<file path="config.mk">
export PLATFORM = sky130hd
export DESIGN_NAME = decoder_pipe
export DESIGN_NICKNAME = d
export VERILOG_FILES = /design/src/rtl/decoder_pkg.sv /design/src/rtl/decoder_onehot.sv /design/src/rtl/decoder_pipe.sv
export SDC_FILE = /design/constraint.sdc
export NUM_CORES = 1
export LEC_CHECK = 0
export ABC_AREA = 1
export ABC_CLOCK_PERIOD_IN_PS = 1200
export CAP_MARGIN = 20
export CORE_MARGIN = 4
export CORE_UTILIZATION = 40
export CTS_CLUSTER_DIAMETER = 120
export DETAILED_ROUTE_END_ITERATION = 8
export HOLD_SLACK_MARGIN = 0.03
export PLACE_DENSITY = 0.76
export SETUP_SLACK_MARGIN = 0.05
export SYNTH_ARGS = -nofsm -noshare
export SYNTH_HDL_FRONTEND = slang
export SYNTH_SLANG_ARGS = --single-unit
export TNS_END_PERCENT = 30
</file>
<file path="constraint.sdc">
create_clock -name clk -period 1.2 [get_ports clk]
set_input_delay 0.12 -clock clk [delete_from_list [all_inputs] [get_ports clk]]
set_output_delay 0.12 -clock clk [all_outputs]
set_load 0.02 [all_outputs]
</file>
<file path="src/rtl/decoder_pkg.sv">
// Shared types and helpers for the registered one-hot decoder.
// Pure declarations: no logic, no latency, no flow control.
package decoder_pkg;

    typedef enum logic {
        IDLE  = 1'b0,
        SWEEP = 1'b1
    } state_t;

    localparam int MAX_SEL_W = 8;

    function automatic int out_w(input int sel_w);
        return 1 << sel_w;
    endfunction

endpackage

</file>
<file path="src/rtl/decoder_onehot.sv">
// Combinational SEL_W-to-2^SEL_W one-hot decode with enable gating.
// Zero latency; no flow control of its own.
module decoder_onehot
    import decoder_pkg::*;
#(
    parameter  int SEL_W = 3,
    localparam int OUT_W = out_w(SEL_W)
) (
    input  logic [SEL_W-1:0] I,
    input  logic             en,
    output logic [OUT_W-1:0] O
);

    // The shift is done at full output width so the top bit is reachable.
    assign O = en ? (OUT_W'(1) << I) : '0;

endmodule

</file>
<file path="src/rtl/decoder_pipe.sv">
// Registered one-hot decoder with an IDLE/SWEEP FSM; 1-cycle latency.
// Single output register with pass-through refill; a stalled output freezes the word and the sweep counter.
module decoder_pipe
    import decoder_pkg::*;
#(
    parameter  int SEL_W = 3,
    localparam int OUT_W = out_w(SEL_W)
) (
    input  logic             clk,
    input  logic             rst,
    input  logic             in_valid,
    output logic             in_ready,
    input  logic [SEL_W-1:0] in_sel,
    input  logic             in_en,
    input  logic             sweep_start,
    output logic             sweep_busy,
    output logic             sweep_done,
    output logic             out_valid,
    input  logic             out_ready,
    output logic [OUT_W-1:0] O,
    output logic [SEL_W-1:0] out_idx
);

    state_t           r_state;
    logic [SEL_W-1:0] r_cnt;
    logic [SEL_W-1:0] r_idx;
    logic [OUT_W-1:0] r_o;
    logic             r_vld;
    logic             r_done;

    logic             w_sweeping;
    logic             w_slot_free;
    logic             w_accept;
    logic             w_sweep_load;
    logic             w_load;
    logic [SEL_W-1:0] w_sel;
    logic             w_en;
    logic [OUT_W-1:0] w_dec;

    assign w_sweeping   = (r_state == SWEEP);
    assign w_slot_free  = !r_vld || out_ready;
    assign in_ready     = !w_sweeping && w_slot_free && !sweep_start;
    assign w_accept     = in_valid && in_ready;
    assign w_sweep_load = w_sweeping && w_slot_free;
    assign w_load       = w_accept || w_sweep_load;

    // in_sel only reaches the decoder when it is actually accepted.
    assign w_sel = w_sweeping ? r_cnt : (w_accept ? in_sel : '0);
    assign w_en  = w_sweeping ? 1'b1 : in_en;

    decoder_onehot #(
        .SEL_W (SEL_W)
    ) u_onehot (
        .I  (w_sel),
        .en (w_en),
        .O  (w_dec)
    );

    always_ff @(posedge clk) begin
        if (rst) begin
            r_state <= IDLE;
            r_cnt   <= '0;
            r_idx   <= '0;
            r_o     <= '0;
            r_vld   <= 1'b0;
            r_done  <= 1'b0;
        end else begin
            r_done <= 1'b0;

            if (w_load) begin
                r_o   <= w_dec;
                r_idx <= w_sel;
                r_vld <= 1'b1;
            end else if (out_ready) begin
                r_vld <= 1'b0;
            end

            case (r_state)
                IDLE: begin
                    if (sweep_start) begin
                        r_state <= SWEEP;
                        r_cnt   <= '0;
                    end
                end
                SWEEP: begin
                    if (w_slot_free) begin
                        if (&r_cnt) begin
                            r_state <= IDLE;
                            r_cnt   <= '0;
                            r_done  <= 1'b1;
                        end else begin
                            r_cnt <= r_cnt + SEL_W'(1);
                        end
                    end
                end
                default: r_state <= IDLE;
            endcase
        end
    end

    assign sweep_busy = w_sweeping;
    assign sweep_done = r_done;
    assign out_valid  = r_vld;
    assign O          = r_o;
    assign out_idx    = r_idx;

endmodule

</file>
==> flow_summary.ini <==
[sta]
tns_ns = -0.106
fmax_ghz = 0.810
period_minus_slack_ns = 1.23
grt_setup_unrepaired = true
hold_violations = 0
worstMarginPinSlew_ns = 0.215
skew_ns = 0.000810
setup_viol = 6
worst_slack_ns = -0.0349
fin_crit_sh = 1.03
slew_violations = 0
relSlewSlack = 0.856

[detailed_routing]
drt-initial-drc-count = 15
num_vias = 739
routed_via_density = 4.62
drc = 0
wl_per_cell_um = 10.9
dr.pass1.iters = 4
route.antenna.remaining_nets = 0
routed_wl_um = 1740

[global_routing]
grt_use_total = 0.139
grt_pass1_vias = 706
grt_max_degree = 11
antenna_found_initial = 0
grt_pass1_wl_um = 2900
grt_overflow = 0

[floorplanning]
start_util = 0.443
core_area_um2 = 1820
dieArea_um2 = 2800
die_y_um = 52.9
die_w_um = 52.9
ios = 24
rows = 15

[placed_design]
pre_cts_slack_ns = -0.464
hpwlAfterDp_um = 1380
portBuffers = 23
dp_cells = 156
gp_congestion = 0.784

[synth]
post_synth_num_cell_types = 23
yosys-top-cells-area = dfxtp_1, nand2_1, a21oi_1
syn_area_um2 = 806
synth-seq-cells = 17
syn_nets = 113
netlist.top_cell.by_area = dfxtp_1
ys_warn_count = 0
synth_seq_area_share = 0.422
synth_area_per_cell_um2 = 7.90
synth_top_area_frac = 0.422
syn-instance-count = 102

[setup_path]
max_stage_delay_ns = 0.38
crit_arrival_ns = 1.46
worstPathMaxFanout = 5
crit_top_cell = nand2_4
critical_path_class = reg2reg
cp_cell_sequence = nor2_8 > buf_6 > nand3_4 > nand2_4 > nand2_4 > nor2_4 > nand2_1 > a21oi_2
crit_path_start_kind = flop
critPathCaptureType = flop
critical_path.slowest_cell = dfxtp_4
cp.required_ns = 1.43

[cells_and_area]
nFillCells = 173
num_antenna_cells = 0
area_growth_pct = 43.8
final_util = 0.636
drive_above_1_share = 0.274
fin_nets = 147
layout.cells.non_filler = 160

[clock_tree]
clockBufferDepth = 2
cts_buffers = 3
clk_pin_slew_worst_paths_ns = 0.09
cts_num_sinks = 17
cts_tree = built
cts_root_buf = clkbuf_4
hold_buffers = 0
cts.htree.levels = 1
clock_latency_ns = 0.29

[power]
p_leak_nw = 0.529
p_total_mw = 1.15
peakVddDrop_uv = 608
power_density_nw_per_um2 = 996

[run_status]
violations = negative setup slack
status = finished with violations

[hold_path]
hp-class = reg2reg

[job]
maxCapViolations = 0
==> per-stage QoR <==
| stage | area (um^2) | hold WS [ns] |
|---|---|---|
| final | 1160 | 0.462 |
| after global placement | 1110 | 0.455 |
| after floorplan | 808 | 0.189 |
| after detailed placement | 1110 | 0.457 |
| after global routing | 1160 | 0.493 |
| after CTS | 1130 | 0.468 |
==> cell usage after synthesis <==
cell,number
o21ai_0,3
clkbuf_1,1
nand4_1,3
nor2_1,5
nor3_1,1
o211ai_1,2
inv_2,3
nand2_2,3
ha_1,2
buf_6,1
nand2_1,26
a21oi_1,14
a21boi_0,1
inv_1,9
dfxtp_1,17
nor2_8,1
nor2_2,1
nand3_4,1
nand2_4,2
a21oi_2,1
or2_1,1
nor2_4,2
o21ai_1,2
==> cell type report <==
class                           count  area [um^2]  share of cell area
Timing Repair Buffer               31          277               0.239
Sequential cell                    17          345               0.298
Clock buffer                        4         26.3              0.0227
Tap cell                           25         31.3              0.0270
Multi-Input combinational cell     71          434               0.375
Inverter                           12         45.0              0.0389
==> kinds of logic after synthesis <==
family | after synthesis | share of synthesized area
simple gates | 46 | 0.315
fa+ha+maj | 2 | 0.0311
flops | 17 | 0.422
buf+inv | 14 | 0.0745
compound gates | 23 | 0.157
==> placed cells by master, fill, tap and decap left out, types with 2 or more instances in the layout <==
cell,n
a21oi_1,10
a21oi_2,5
buf_4,8
clkbuf_4,3
clkdlybuf4s50_1,7
dfxtp_1,15
dlygate4sd2_1,13
ha_1,2
inv_1,8
inv_2,4
nand2_1,25
nand2_2,4
nand2_4,2
nand4_1,3
nor2_1,4
nor2_4,3
o211ai_1,2
o21ai_0,2
o21ai_1,3
==> per-layer routing <==
layer  vias to the layer above  part of all wire  track usage
met5                         -                 0            0
met4                         0             0.018       0.0553
met3                         6             0.052       0.0507
met2                        18              0.50        0.219
met1                       319              0.43        0.169
li1                        396                 -            -
==> power by group <==
part           switching (mW)  total (mW)  internal (mW)
Clock                   0.164       0.293          0.129
Sequential             0.0184       0.605          0.587
Combinational           0.146       0.256          0.110
Total                   0.328        1.15          0.826
==> flip-flops by register name (all words and copies together) (netlist names) <==
register and cells:
O 8, out_idx 3, r_cnt 3, out_valid 1, sweep_busy 1, sweep_done 1
==> final timing paths <==
| kind | startpoint | end | slack (ns) | cells past startpoint |
|---|---|---|---|---|
| worst min-delay path | O[1] | O[1] | 0.46 | 2 |
| worst min register to register | O[1] | O[1] | 0.46 | 2 |
| worst max register to register | sweep_busy | O[6] | -0.03 | 8 |
| worst max-delay path | sweep_busy | O[6] | -0.03 | 8 |
==> worst max-delay path: cells and delay by family, from the launching register on <==
kind,cells,cell delay [ns]
simple gates,6,0.56
compound gates,1,0.12
buf+inv,1,0.12
flops,1,0.38
==> repair_timing <==
action | CTS | global route
setup endpoints to repair | 27 | 16
pin swaps | 0 | 5
buffers inserted | 0 | 0
resized for setup | 21 | 14
Power figures use the tool's default switching activity.
